## src/rtl/addsub_pkg.sv

```systemverilog
// rtl/addsub_pkg.sv - shared operation and state types for the digit-serial adder/subtractor
package addsub_pkg;

   typedef enum logic {OP_ADD = 1'b0, OP_SUB = 1'b1} addsub_op_t;

   typedef enum logic {S_IDLE, S_BUSY} addsub_state_t;

endpackage

```

## src/rtl/addsub_chunk.sv

```systemverilog
// rtl/addsub_chunk.sv - combinational CHUNK-bit ripple-carry adder slice
module addsub_chunk #(
   parameter int CHUNK = 8
) (
   input  logic [CHUNK-1:0] x,
   input  logic [CHUNK-1:0] y,
   input  logic             cin,
   output logic [CHUNK-1:0] s,
   output logic             cout
);

   logic c;

   always_comb begin
      s = '0;
      c = cin;
      for (int i = 0; i < CHUNK; i++) begin
         s[i] = x[i] ^ y[i] ^ c;
         c    = (x[i] & y[i]) | (c & (x[i] ^ y[i]));
      end
      cout = c;
   end

endmodule

```

## src/rtl/addsub_serial.sv

```systemverilog
// rtl/addsub_serial.sv - digit-serial two's-complement add/sub with start/busy/done handshake
module addsub_serial
   import addsub_pkg::*;
#(
   parameter int WIDTH = 32,
   parameter int CHUNK = 8
) (
   input  logic             clk,
   input  logic             rst,
   input  logic             start,
   input  logic             op,
   input  logic [WIDTH-1:0] a,
   input  logic [WIDTH-1:0] b,
   output logic             busy,
   output logic             done,
   output logic [WIDTH-1:0] result,
   output logic             Cf,
   output logic             Sf,
   output logic             Of,
   output logic             Zf
);

   localparam int NCHUNK = WIDTH / CHUNK;
   localparam int CNT_W  = (NCHUNK > 1) ? $clog2(NCHUNK) : 1;
   localparam logic [CNT_W-1:0] CNT_LAST = CNT_W'(NCHUNK - 1);

   addsub_state_t    state_q, state_d;
   logic [CNT_W-1:0] cnt_q, cnt_d;
   logic             carry_q, carry_d;
   logic [WIDTH-1:0] a_q, a_d;
   logic [WIDTH-1:0] opb_q, opb_d;
   logic [WIDTH-1:0] part_q, part_d;
   logic [WIDTH-1:0] result_q, result_d;
   logic             cf_q, cf_d, sf_q, sf_d, of_q, of_d, zf_q, zf_d;
   logic             done_q, done_d;

   logic [CHUNK-1:0] chunk_s;
   logic             chunk_cout;
   logic [WIDTH-1:0] sum_full;

   addsub_chunk #(.CHUNK(CHUNK)) u_chunk (
      .x    (a_q[CHUNK-1:0]),
      .y    (opb_q[CHUNK-1:0]),
      .cin  (carry_q),
      .s    (chunk_s),
      .cout (chunk_cout)
   );

   // New chunk enters at the top; after the last chunk the register holds the full sum.
   assign sum_full = (part_q >> CHUNK) | (WIDTH'(chunk_s) << (WIDTH - CHUNK));

   always_comb begin
      state_d  = state_q;
      cnt_d    = cnt_q;
      carry_d  = carry_q;
      a_d      = a_q;
      opb_d    = opb_q;
      part_d   = part_q;
      result_d = result_q;
      cf_d     = cf_q;
      sf_d     = sf_q;
      of_d     = of_q;
      zf_d     = zf_q;
      done_d   = 1'b0;

      case (state_q)
         S_IDLE: begin
            if (start) begin
               a_d     = a;
               opb_d   = (op == OP_SUB) ? ~b : b;
               carry_d = op;
               cnt_d   = '0;
               part_d  = '0;
               state_d = S_BUSY;
            end
         end
         S_BUSY: begin
            a_d     = a_q >> CHUNK;
            opb_d   = opb_q >> CHUNK;
            part_d  = sum_full;
            carry_d = chunk_cout;
            cnt_d   = cnt_q + 1'b1;
            if (cnt_q == CNT_LAST) begin
               // Only the top chunk remains in the operand registers, so their MSBs are at CHUNK-1.
               result_d = sum_full;
               cf_d     = chunk_cout;
               sf_d     = chunk_s[CHUNK-1];
               of_d     = (a_q[CHUNK-1] == opb_q[CHUNK-1]) && (chunk_s[CHUNK-1] != a_q[CHUNK-1]);
               zf_d     = (sum_full == '0);
               done_d   = 1'b1;
               cnt_d    = '0;
               state_d  = S_IDLE;
            end
         end
         default: state_d = S_IDLE;
      endcase
   end

   always_ff @(posedge clk or posedge rst) begin
      if (rst) begin
         state_q  <= S_IDLE;
         cnt_q    <= '0;
         carry_q  <= 1'b0;
         a_q      <= '0;
         opb_q    <= '0;
         part_q   <= '0;
         result_q <= '0;
         cf_q     <= 1'b0;
         sf_q     <= 1'b0;
         of_q     <= 1'b0;
         zf_q     <= 1'b0;
         done_q   <= 1'b0;
      end else begin
         state_q  <= state_d;
         cnt_q    <= cnt_d;
         carry_q  <= carry_d;
         a_q      <= a_d;
         opb_q    <= opb_d;
         part_q   <= part_d;
         result_q <= result_d;
         cf_q     <= cf_d;
         sf_q     <= sf_d;
         of_q     <= of_d;
         zf_q     <= zf_d;
         done_q   <= done_d;
      end
   end

   assign busy   = (state_q == S_BUSY);
   assign done   = done_q;
   assign result = result_q;
   assign Cf     = cf_q;
   assign Sf     = sf_q;
   assign Of     = of_q;
   assign Zf     = zf_q;

endmodule

```

## config.mk

```make
export PLATFORM = sky130hd
export DESIGN_NAME = addsub_serial
export DESIGN_NICKNAME = d
export VERILOG_FILES = /design/src/rtl/addsub_pkg.sv /design/src/rtl/addsub_chunk.sv /design/src/rtl/addsub_serial.sv
export SDC_FILE = /design/constraint.sdc
export NUM_CORES = 1
export LEC_CHECK = 0
export BUFFER_PORTS_ARGS = -buffer_cell sky130_fd_sc_hd__buf_2
export CORE_MARGIN = 2
export CORE_UTILIZATION = 35
export CTS_CLUSTER_DIAMETER = 80
export CTS_CLUSTER_SIZE = 24
export DETAILED_ROUTE_END_ITERATION = 6
export GPL_TIMING_DRIVEN = 0
export PLACE_DENSITY = 0.51
export SYNTH_ARGS = -nofsm -noshare
export SYNTH_HDL_FRONTEND = slang
export SYNTH_HIERARCHICAL = 1
export SYNTH_SLANG_ARGS = --single-unit
```

## constraint.sdc

```tcl
create_clock -name clk -period 5.1 [get_ports clk]
set_input_delay 0.51 -clock clk [delete_from_list [all_inputs] [get_ports clk]]
set_output_delay 0.51 -clock clk [all_outputs]
set_load 0.1 [all_outputs]
```

; ---- Yosys cells after proc, flatten, opt, wreduce, memory -nomap -nowiden
; Index checks and enable logic that the tools add are counted.
[totals]
ff_bits = 137
in_bits = 68
output_inout_bits = 38
wordCells = 80
[classes]
n_addsub = 1
n_eq_ne = 4
muxes = 17
bitwise = 43
reduce_logical = 3
[op_table]
columns = cell, count
row1 = 32-bit case mux with 2 select lines, 3
row2 = 32-bit two-way mux, 4
row3 = 32-bit logical NOT, 1
row4 = 32-bit inverter, 1
row5 = 24-bit by 32-bit OR with 32-bit output, 1
row6 = 1-bit AND, 16
row7 = 1-bit bitwise XOR, 16
row8 = 1-bit OR, 8
row9 = 1-bit two-way mux, 5
row10 = 2-bit two-way mux, 2
row11 = 1-bit case mux with 2 select lines, 2
row12 = 2-bit case mux with 2 select lines, 1
row13 = "2-bit by 1-bit adder with 2-bit output, second input constant", 1
row14 = "2-bit equality test, second input constant", 1
row15 = "2-bit != test, second input constant", 1
row16 = 2-bit AND reduction, 1
row17 = 1-bit equality test, 1
row18 = 1-bit logical AND, 1
row19 = 1-bit != test, 1
row20 = 1-bit inverter, 1

; ---- Logic depth before layout (Yosys ltp)
; Gate-level depths: netlist of run 1.
[depth]
word_depth = 18
depth_mapped = 15
mapped_depth_nobuf = 15

; ---- By module
; The synthesis of run 1 kept the hierarchy.
[by_module_without_submodules]
columns = module, n_inst, cells_each, area_each_um2, seq_area_each_um2
row1 = addsub_serial, 1, 506, 5834.3, 3203.1
row2 = addsub_chunk, 1, 18, 197.7, 0.0

; ---- Worst setup path after synthesis of run 1
; OpenSTA, ideal clock, no wires.
[synth_path]
path_type = register -> register
from = register opb_q[0]
to = register of_q, in the netlist Of
setup_time_ns = 0.083
arrival_time_ns = 3.811
t_required_ns = 5.017
setup_slack_ns = 1.206
stages_incl_launch_ff = 16
n_path_buf = 0
period_less_slack_ns = 3.894
cell_sequence = dfrtp_1 > fa_1 > inv_1 > fa_1 > inv_1 > fa_1 > fa_1 > fa_1 > fa_1 > fa_1 > inv_1 > fa_1 > inv_1 > nor3b_1 > a21oi_1 > o21ai_0
[synth_between]
elab_chain_cells = 18
word_cells_on_any_way = 19
cone_classes = 1 x eq/ne / 17 x bitwise / 1 x reduce/logical
[synth_rtl]
columns = element, line_no
row1 = start: declaration, addsub_serial.sv:31  ; logic [WIDTH-1:0] opb_q, opb_d;
row2 = start signal: assignment, addsub_serial.sv:118  ; opb_q <= opb_d;
row3 = 1-bit bitwise XOR, addsub_chunk.sv:19  ; c = (x[i] & y[i]) | (c & (x[i] ^ y[i]));
row4 = 1-bit AND, addsub_chunk.sv:19
row5 = 1-bit OR (*), addsub_chunk.sv:19
row6 = 1-bit AND (*), addsub_chunk.sv:19
row7 = 1-bit OR (*), addsub_chunk.sv:19
row8 = 1-bit AND (*), addsub_chunk.sv:19
row9 = 1-bit OR (*), addsub_chunk.sv:19
row10 = 1-bit AND (*), addsub_chunk.sv:19
row11 = (+3 left out), -
row12 = 1-bit AND (*), addsub_chunk.sv:19
row13 = 1-bit OR (*), addsub_chunk.sv:19
row14 = 1-bit AND (*), addsub_chunk.sv:19
row15 = 1-bit OR (*), addsub_chunk.sv:19
row16 = 1-bit bitwise XOR (*), addsub_chunk.sv:18  ; s[i] = x[i] ^ y[i] ^ c;
row17 = named net chunk_s[7], addsub_serial.sv:37  ; logic [CHUNK-1:0] chunk_s;
row18 = 1-bit != test (*), addsub_serial.sv:88  ; of_d = (a_q[CHUNK-1] == opb_q[CHUNK-1]) && (chunk_s[CHUNK-1] != a_q[CHUNK-1]);
row19 = 1-bit logical AND (*), addsub_serial.sv:88
row20 = end signal: assignment, addsub_serial.sv:110  ; of_q <= 1'b0;
row21 = end signal: assignment, addsub_serial.sv:123  ; of_q <= of_d;
row22 = end: declaration, addsub_serial.sv:34  ; logic cf_q, cf_d, sf_q, sf_d, of_q, of_d, zf_q, zf_d;
; The timed path passes the listed nets; every way through them passes the cells marked *.
; A chain may end at the register's enable or synchronous reset.

; ---- Worst setup path in the final report of run 1
[layout_path]
from = register opb_q[0]
to = register zf_q, in the netlist Zf
[layout_between]
elab_chain_cells = 18
word_cells_on_any_way = 26
cone_classes = 25 x bitwise / 1 x reduce/logical
[layout_rtl]
columns = element, line_no
row1 = 1-bit bitwise XOR, addsub_chunk.sv:19
row2 = 1-bit AND, addsub_chunk.sv:19
row3 = 1-bit OR (*), addsub_chunk.sv:19
row4 = 1-bit AND (*), addsub_chunk.sv:19
row5 = 1-bit OR (*), addsub_chunk.sv:19
row6 = 1-bit AND (*), addsub_chunk.sv:19
row7 = 1-bit OR (*), addsub_chunk.sv:19
row8 = 1-bit AND (*), addsub_chunk.sv:19
row9 = (+3 left out), -
row10 = 1-bit AND (*), addsub_chunk.sv:19
row11 = 1-bit OR (*), addsub_chunk.sv:19
row12 = 1-bit AND (*), addsub_chunk.sv:19
row13 = 1-bit OR (*), addsub_chunk.sv:19
row14 = 1-bit bitwise XOR (*), addsub_chunk.sv:18
row15 = named net chunk_s[7], addsub_serial.sv:37
row16 = 24-bit by 32-bit OR with 32-bit output (*), addsub_serial.sv:50  ; assign sum_full = (part_q >> CHUNK) | (WIDTH'(chunk_s) << (WIDTH - CHUNK));
row17 = 32-bit logical NOT (*), addsub_serial.sv:89  ; zf_d = (sum_full == '0);
row18 = end signal: assignment, addsub_serial.sv:124  ; zf_q <= zf_d;
row19 = end: declaration, addsub_serial.sv:34
; Marked as above.

==> impl_results.md, run 1 <==
- Gate Count Post-Synth: 524
- Critical Path Source Type: flop
- Core Util, Final: about 44%
- Max Fclk: between 200 and 250 MHz
- Number of global-route vias before repair: roughly 4,300
- CTS sink cnt: between 100 and 150
- Xor/xnor share of the synthesized area: roughly 4.6%
- Synth warn: 6
- Final worst-path cycle share: between 80% and 90%
- CTS tree: yes
- Initial Utilization: between 30% and 40%
- Period minus WS final: roughly 4.2 ns
- Number of diodes: 0
- Count of max-cap constraint violations: 0
- WL final: ~15,000 µm
- Vias: 4,133
- Simple-Gate Fraction of Synth Area: under 10%
- Leak: 0.00371 µW
- Mux contribution to synthesized area: around 17%
- Setup violators final: 0
- TNS Setup: 0 ns
- Adder-Cell Fraction of Synth Area: roughly 2.9%
- CORE AREA: 17,100 µm²
- Crit path max fanout: 5
- Die W: between 100 and 150 µm
- Tot Pwr: about 5100 µW
- Area added between synthesis and finish: 23.5%
- Post-synth ARST share: 100%
- Largest net degree at the start of global routing: 70
- Main combinational cell family by area after synthesis: multiplexers
- Worst skew pair latency: ~0.43 ns
- IO buf count: 103
- #FFs+latches synth: 128
- RD Place Congestion: roughly 0.83
- 1st-iter DRT viols: between 200 and 250
- Hold slack: 0.158 ns
- Number of synthesized flops with an enable pin: 0
- Clock buffer count from CTS: 17
- Yosys cell types: 28
- Sequential fraction of the synthesis area: a little over half
- CP Capture Type: flop
- Worst-Margin Slew: about 0.55 ns
- Ys flop type: dfrtp_1
- Io pins: approximately 110
- DP Wirelength: approximately 11,000 µm
- Final Hold Fails: 0
- Status: completed
- Path type of the worst min-delay path: in -> async
- Antenna-violating nets left: 0
- Syn avg cell area: roughly 12 µm²
- Setup bufs post-CTS: 0
- DRC Markers: 0
- Die outline area: between 15,000 and 20,000 µm²
- Worst Path Arrival: ~4.5 ns
- Routed wire per std cell: roughly 16 µm
- Worst vdd ir: 0.420 mV
- Synth Area in Compound Gates: around 7.5%
- Worst Clk Skew: roughly 0.01 ns
- Placed cells: 853
- Final Non-Filler Cells: approximately 890
- Mapped Area: roughly 6000 µm²
- Pwr per Cell Area: just under 700 nW/µm²
- Critical path class: reg -> reg
- Final net count: ~720
- # H-tree levels: 4
- Row Count: 48
- Max_slew headroom: 63.2%
- Pre-antenna DRT Iters: 4
- Clock Path Buffers: 2
- Required time worst endpoint: between 5 and 6 ns
- Gr ovfl total: 0
- Antenna violations before repair: 0
- Clk slew on worst S/H paths: about 0.060 ns
- Die H: roughly 140 µm
- Slew Limit Fails: 0
- Hold_buf cts: 0
- Vias/cell: about 4.7
- Share of cells above drive strength 1: a little under a third
- Resized Gates After CTS: 0
- Clock root buffer: clkbuf_16
- Overall Global Routing Usage: 17.1%
- First-pass GRT wire length: ~24,000 µm
- RSZ-0062 raised after global routing: false
- Mapped Nets: 601
-- final cells by class --
class | count | area [µm²]
buffer | 37 | 241
multi-input combinational | 347 | 2540
timing repair buffer | 104 | 543
fill | 1671 | 9600
inverter | 12 | 50.0
sequential | 128 | 3200
tap | 225 | 282
clock inverter | 14 | 151
clock buffer | 18 | 439
-- sequential cells by signal, indices dropped and copies added (netlist names) --
| register | cells |
|---|---|
| Cf | 1 |
| Of | 1 |
| Zf | 1 |
| a_q | 32 |
| busy | 1 |
| carry_q | 1 |
| cnt_q | 2 |
| done | 1 |
| opb_q | 32 |
| part_q | 24 |
| result | 32 |
-- layer usage --
layer  GRT usage, %  share of wire, %
met1           23.1                46
met4           5.09               1.0
met3           4.08               4.8
met2           27.4                48
met5              0                 0
-- stage by stage --
step / setup slack [ns] / cell area [µm²]
final: 0.904 / 7450
after global routing: 0.678 / 7450
after CTS: 0.879 / 7450
after detailed placement: 0.902 / 6860
after global placement: -0.298 / 6830
after floorplan: 1.18 / 6030
-- critical path, stage by stage (launching register included) --
cell	delay, ns
dfrtp_1	0.40
fa_1	0.41
inv_1	0.08
fa_1	0.16
inv_1	0.05
fa_1	0.37
fa_1	0.39
fa_1	0.39
fa_1	0.40
fa_1	0.39
inv_1	0.08
fa_1	0.15
inv_1	0.10
nor4_1	0.33
nand4_1	0.16
o31ai_1	0.25
-- power by group --
part           internal [µW]  total [µW]  switching [µW]
combinational            659        2220            1560
sequential              1400        1690             294
clock                    740        1230             490
total                   2800        5150            2350
-- cell families (layout without fill, tap and decap cells) --
| logic type | count (synthesis) | count (layout) |
|---|---|---|
| flip-flops | 128 | 128 |
| adder cells (fa/ha/maj) | 9 | 9 |
| AO/OA/AOI/OAI | 85 | 85 |
| XOR/XNOR | 32 | 32 |
| AND/OR/NAND/NOR | 130 | 130 |
| multiplexers | 91 | 91 |
| buffers and inverters | 49 | 185 |
-- cells in the mapped netlist (all sizes together), types with 2 or more instances --
| library cell | instances | area share, % |
|---|---|---|
| mux2 | 34 | 8.0 |
| inv | 12 | 0.75 |
| fa | 8 | 2.7 |
| xor2 | 24 | 3.5 |
| nor4 | 8 | 0.83 |
| nand2b | 24 | 2.5 |
| o21ai | 74 | 6.1 |
| xnor2 | 8 | 1.2 |
| nor2 | 18 | 1.1 |
| a211oi | 8 | 1.0 |
| buf | 27 | 3.4 |
| mux2i | 57 | 9.5 |
| dfrtp | 128 | 53 |
| nand2 | 76 | 4.9 |
| clkbuf | 10 | 0.62 |
| nand4 | 2 | 0.21 |
-- cells in the final DEF, fill, tap and decap left out, types with 2 or more instances in the layout --
| cell | netlist | final |
|---|---|---|
| a211oi_1 | 8 | 8 |
| nand2b_1 | 24 | 24 |
| clkbuf_1 | 10 | 10 |
| mux2i_1 | 57 | 57 |
| nor4_1 | 8 | 8 |
| clkbuf_16 | 0 | 17 |
| nand4_1 | 2 | 2 |
| nand2_1 | 75 | 75 |
| buf_6 | 7 | 7 |
| dfrtp_1 | 128 | 128 |
| nor2_1 | 18 | 18 |
| inv_6 | 0 | 8 |
| buf_4 | 10 | 10 |
| xnor2_1 | 8 | 8 |
| bufinv_16 | 0 | 2 |
| inv_1 | 11 | 10 |
| clkinv_2 | 0 | 3 |
| o21ai_1 | 3 | 3 |
| fa_1 | 8 | 8 |
| buf_2 | 10 | 113 |
| mux2_2 | 8 | 8 |
| mux2_4 | 26 | 26 |
| clkinvlp_4 | 0 | 2 |
| xor2_1 | 24 | 24 |
| o21ai_0 | 71 | 71 |
-- final timing paths --
check                                      from               endpoint  slack [ns]  depth (start not counted)
hold reg to reg             a_q[26]$_DFFE_PP0P_    a_q[18]$_DFFE_PP0P_        0.48                          2
hold / removal                              rst  result[5]$_DFFE_PP0P_        0.16                          2
setup / recovery           opb_q[0]$_DFFE_PP0P_         Zf$_DFFE_PP0P_        0.90                         15
max in group asynchronous                   rst   opb_q[0]$_DFFE_PP0P_        4.20                          3
min in group clk                          a[25]    a_q[25]$_DFFE_PP0P_        0.33                          3
setup reg to reg           opb_q[0]$_DFFE_PP0P_         Zf$_DFFE_PP0P_        0.90                         15
No activity file was read; power rests on OpenSTA's default activity.
==> run 2, diff against run 1 <==
--- a/config.mk
+++ b/config.mk
@@ -5,6 +5,7 @@
 export SDC_FILE = /design/constraint.sdc
 export NUM_CORES = 1
 export LEC_CHECK = 0
+export ABC_AREA = 1
 export BUFFER_PORTS_ARGS = -buffer_cell sky130_fd_sc_hd__buf_2
 export CORE_MARGIN = 2
 export CORE_UTILIZATION = 35
@@ -12,7 +13,7 @@
 export CTS_CLUSTER_SIZE = 24
 export DETAILED_ROUTE_END_ITERATION = 6
 export GPL_TIMING_DRIVEN = 0
-export PLACE_DENSITY = 0.51
+export PLACE_DENSITY = 0.52
 export SYNTH_ARGS = -nofsm -noshare
 export SYNTH_HDL_FRONTEND = slang
 export SYNTH_HIERARCHICAL = 1
==> constraint.sdc (replaced) <==
create_clock -name clk -period 4.16 [get_ports clk]
set_input_delay 0.416 -clock clk [delete_from_list [all_inputs] [get_ports clk]]
set_output_delay 0.416 -clock clk [all_outputs]
set_load 0.1 [all_outputs]
==> impl_results.md, run 2 <==
- Worst-Margin Slew: 0.577 ns (+0.0251 ns)
- Hold_buf cts: 0 (unchanged)
- Resized Gates After CTS: 0 (unchanged)
- Top post-synthesis cells by count: dfrtp_1 (128), nand2_1 (121), inv_1 (55), xnor2_1 (32), o21ai_0 (31)
- Worst Path Arrival: 4.25 ns (-0.27 ns)
- Hold slack: 0.0725 ns (-0.0854 ns)
- Simple-Gate Fraction of Synth Area: 11.2% (+1.4 points)
- Main combinational cell family by area after synthesis: compound AO/OA/AOI/OAI gates
- Leak: 0.00338 µW (-8.9%)
- Top-count cell post-synth: dfrtp_1
- Path type of the worst min-delay path: in -> async
- Vias/cell: 4.71 (+0.84%)
- IO buf count: 104 (+0.97%)
- Clock root buffer: clkbuf_16
- Adder-Cell Fraction of Synth Area: 3.08% (+0.22 points)
- GR peak layer: met2
- Filler cell count: 1,593 (-4.7%)
- Final instance area: 7030 µm² (-5.6%)
- Routed wire per std cell: 15.9 µm (-3.4%)
- 1st-iter DRT viols: 225 (-1.3%)
- Clock Path Buffers: 2 (unchanged)
- CTS sink cnt: 128 (unchanged)
- Number of diodes: 0 (unchanged)
- Largest area contributor in the netlist: dfrtp_1
- Most frequent cells in the layout: dfrtp_1 (128), nand2_1 (121), buf_2 (107)
- Overall Global Routing Usage: 18.2% (+1.1 points)
- Largest stage delay, worst path: 0.42 ns (about the same)
- PnR worst setup slack: 0.221 ns (-0.683 ns)
- Synth Area in Compound Gates: 15.2% (+7.8 points)
- Die W: 131 µm (-3.5%)
- Share of cells above drive strength 1: 25.7% (-4.6 points)
- Die H: 131 µm (-3.5%)
- Met1 Usage GRT: 24.3% (+1.1 points)
- Critical Path Source Type: flop
- CORE AREA: 15,800 µm² (-7.5%)
- DRC Markers: 0 (unchanged)
- Antenna violations before repair: 0 (unchanged)
- Top delay family on crit path: adder cells
- Mapped Nets: 628 (+4.5%)
- DP Wirelength: 10,600 µm (-0.99%)
- CP Capture Type: flop
- Worst vdd ir: 0.429 mV (+2.3%)
- TNS Setup: 0 ns (unchanged)
- Crit path max fanout: 3 (-2)
- Syn avg cell area: 10.2 µm² (-12%)
- CTS tree: yes
- Number of synthesized flops with an enable pin: 0 (unchanged)
- Synth warn: 6 (unchanged)
- Tot Pwr: 6100 µW (+19%)
- Setup violators final: 0 (unchanged)
- # H-tree levels: 4 (unchanged)
- Final Hold Fails: 0 (unchanged)
- Max Fclk: 254 MHz (+6.5%)
- Row Count: 46 (-4.2%)
- Largest net degree at the start of global routing: 68 (-2.9%)
- CP Buf/Inv Count: 4 (unchanged)
- GR Util met3: 4.64% (+0.56 points)
- Met2 Resource Use GR: 29.1% (+1.6 points)
- Yosys cell types: 29 (+3.6%)
- Count of max-cap constraint violations: 0 (unchanged)
- Post-synth ARST share: 100% (unchanged)
- Pwr per Cell Area: 868 nW/µm² (+26%)
- Status: completed
- Period minus WS final: 3.94 ns (-0.257 ns)
- Die outline area: 17,000 µm² (-6.8%)
- Critical path class: reg -> reg
- Slew Limit Fails: 0 (unchanged)
- Share of the synthesized area in the top cell type: 57.1% (+4.0 points)
- Clk slew on worst S/H paths: 0.06 ns (about the same)
- CP max stage cell: fa_1
- Dpl ws: 0.139 ns (-0.762 ns)
- RD Place Congestion: 0.824 (-0.22%)
- Io pins: 106 (unchanged)
- Pre-antenna DRT Iters: 5 (+1)
- Setup bufs post-CTS: 0 (unchanged)
- Ys flop type: dfrtp_1
- Clock buffer count from CTS: 17 (unchanged)
- Mapped Area: 5610 µm² (-7.1%)
- Final net count: 752 (+3.9%)
- CP Cell Sequence: fa_1 > inv_1 > fa_1 > inv_1 > fa_1 > fa_2 > fa_2 > fa_1 > fa_1 > inv_1 > fa_1 > inv_2 > nor2_1 > nand3_1 > nor2_1 > nand3_1 > nand2_1
- Area added between synthesis and finish: 25.4%
- Gr ovfl total: 0 (unchanged)
- RSZ-0062 raised after global routing: false
- Final worst-path cycle share: 94.7% (+12 points)
- Vias: 4,257 (+3.0%)
- Sequential fraction of the synthesis area: 57.1% (+4.0 points)
- Commonest non-fill, non-tap cell in the layout: dfrtp_1
- First-pass GRT wire length: 23,400 µm (-0.88%)
- #FFs+latches synth: 128 (unchanged)
- Most common cell on crit path: fa_1
- Synth area leaders: dfrtp_1 (57%), nand2_1 (8.1%), xnor2_1 (5.0%)
- Required time worst endpoint: 4.47 ns (-0.95 ns)
- Max_slew headroom: 61.6% (-1.7 points)
- Initial Utilization: 35.6% (+0.19 points)
- Mux contribution to synthesized area: 0% (-17 points)
- WL final: 14,400 µm (-1.4%)
- Number of global-route vias before repair: 4,396 (+1.9%)
- Placed Area: 6430 µm² (-6.3%)
- Worst Clk Skew: 0.00618 ns (-0.00378 ns)
- Antenna-violating nets left: 0 (unchanged)
- Xor/xnor share of the synthesized area: 5.00% (+0.35 points)
- Gate Count Post-Synth: 551 (+5.2%)
- Worst skew pair latency: 0.42 ns (about the same)
-- run 2: per-layer routing --
metal	part of all wire, %	vias up
met1	47	2076
li1	-	2070
met3	4.5	19
met5	0	-
met2	47	92
met4	1.6	0
-- run 2: through the flow --
step / std cells / util, %
after floorplan: 551 / -
after global placement: 871 / 40.6
after detailed placement: 872 / 40.8
after CTS: 904 / 44.6
after global routing: 904 / 44.6
final: 904 / 44.6
-- run 2: final timing paths --
kind	from	endpoint	slack, ns	cells after the start
max in group asynchronous	rst	a_q[24]$_DFFE_PP0P_	3.38	3
worst max register to register	opb_q[0]$_DFFE_PP0P_	Zf$_DFFE_PP0P_	0.22	17
worst max-delay path	opb_q[0]$_DFFE_PP0P_	Zf$_DFFE_PP0P_	0.22	17
worst min register to register	result[20]$_DFFE_PP0P_	result[20]$_DFFE_PP0P_	0.48	2
worst min-delay path	rst	part_q[28]$_DFFE_PP0P_	0.07	2
min in group clk	a[8]	a_q[8]$_DFFE_PP0P_	0.21	3
-- run 2: cells by family after synthesis --
family / after synthesis
adders and majority gates: 9
xor gates and xnor gates: 32
DFF: 128
buffers and inverters: 95
and+or+nand+nor: 156
AOI/OAI and AO/OA: 131
-- run 2: power breakdown --
part | total, µW | switching, µW | internal, µW
logic | 2650 | 2000 | 646
clock network | 1510 | 546 | 967
registers | 1940 | 249 | 1690
-- run 2: area by class of cell --
| type | count | area [µm²] | area share [%] |
|---|---|---|---|
| Multi-Input combinational cell | 328 | 1940 | 27.6 |
| Clock inverter | 11 | 138 | 1.96 |
| Clock buffer | 21 | 460 | 6.55 |
| Tap cell | 216 | 270 | 3.84 |
| Buffer | 35 | 238 | 3.38 |
| Sequential cell | 128 | 3200 | 45.5 |
| Timing Repair Buffer | 105 | 548 | 7.79 |
| Inverter | 60 | 238 | 3.38 |
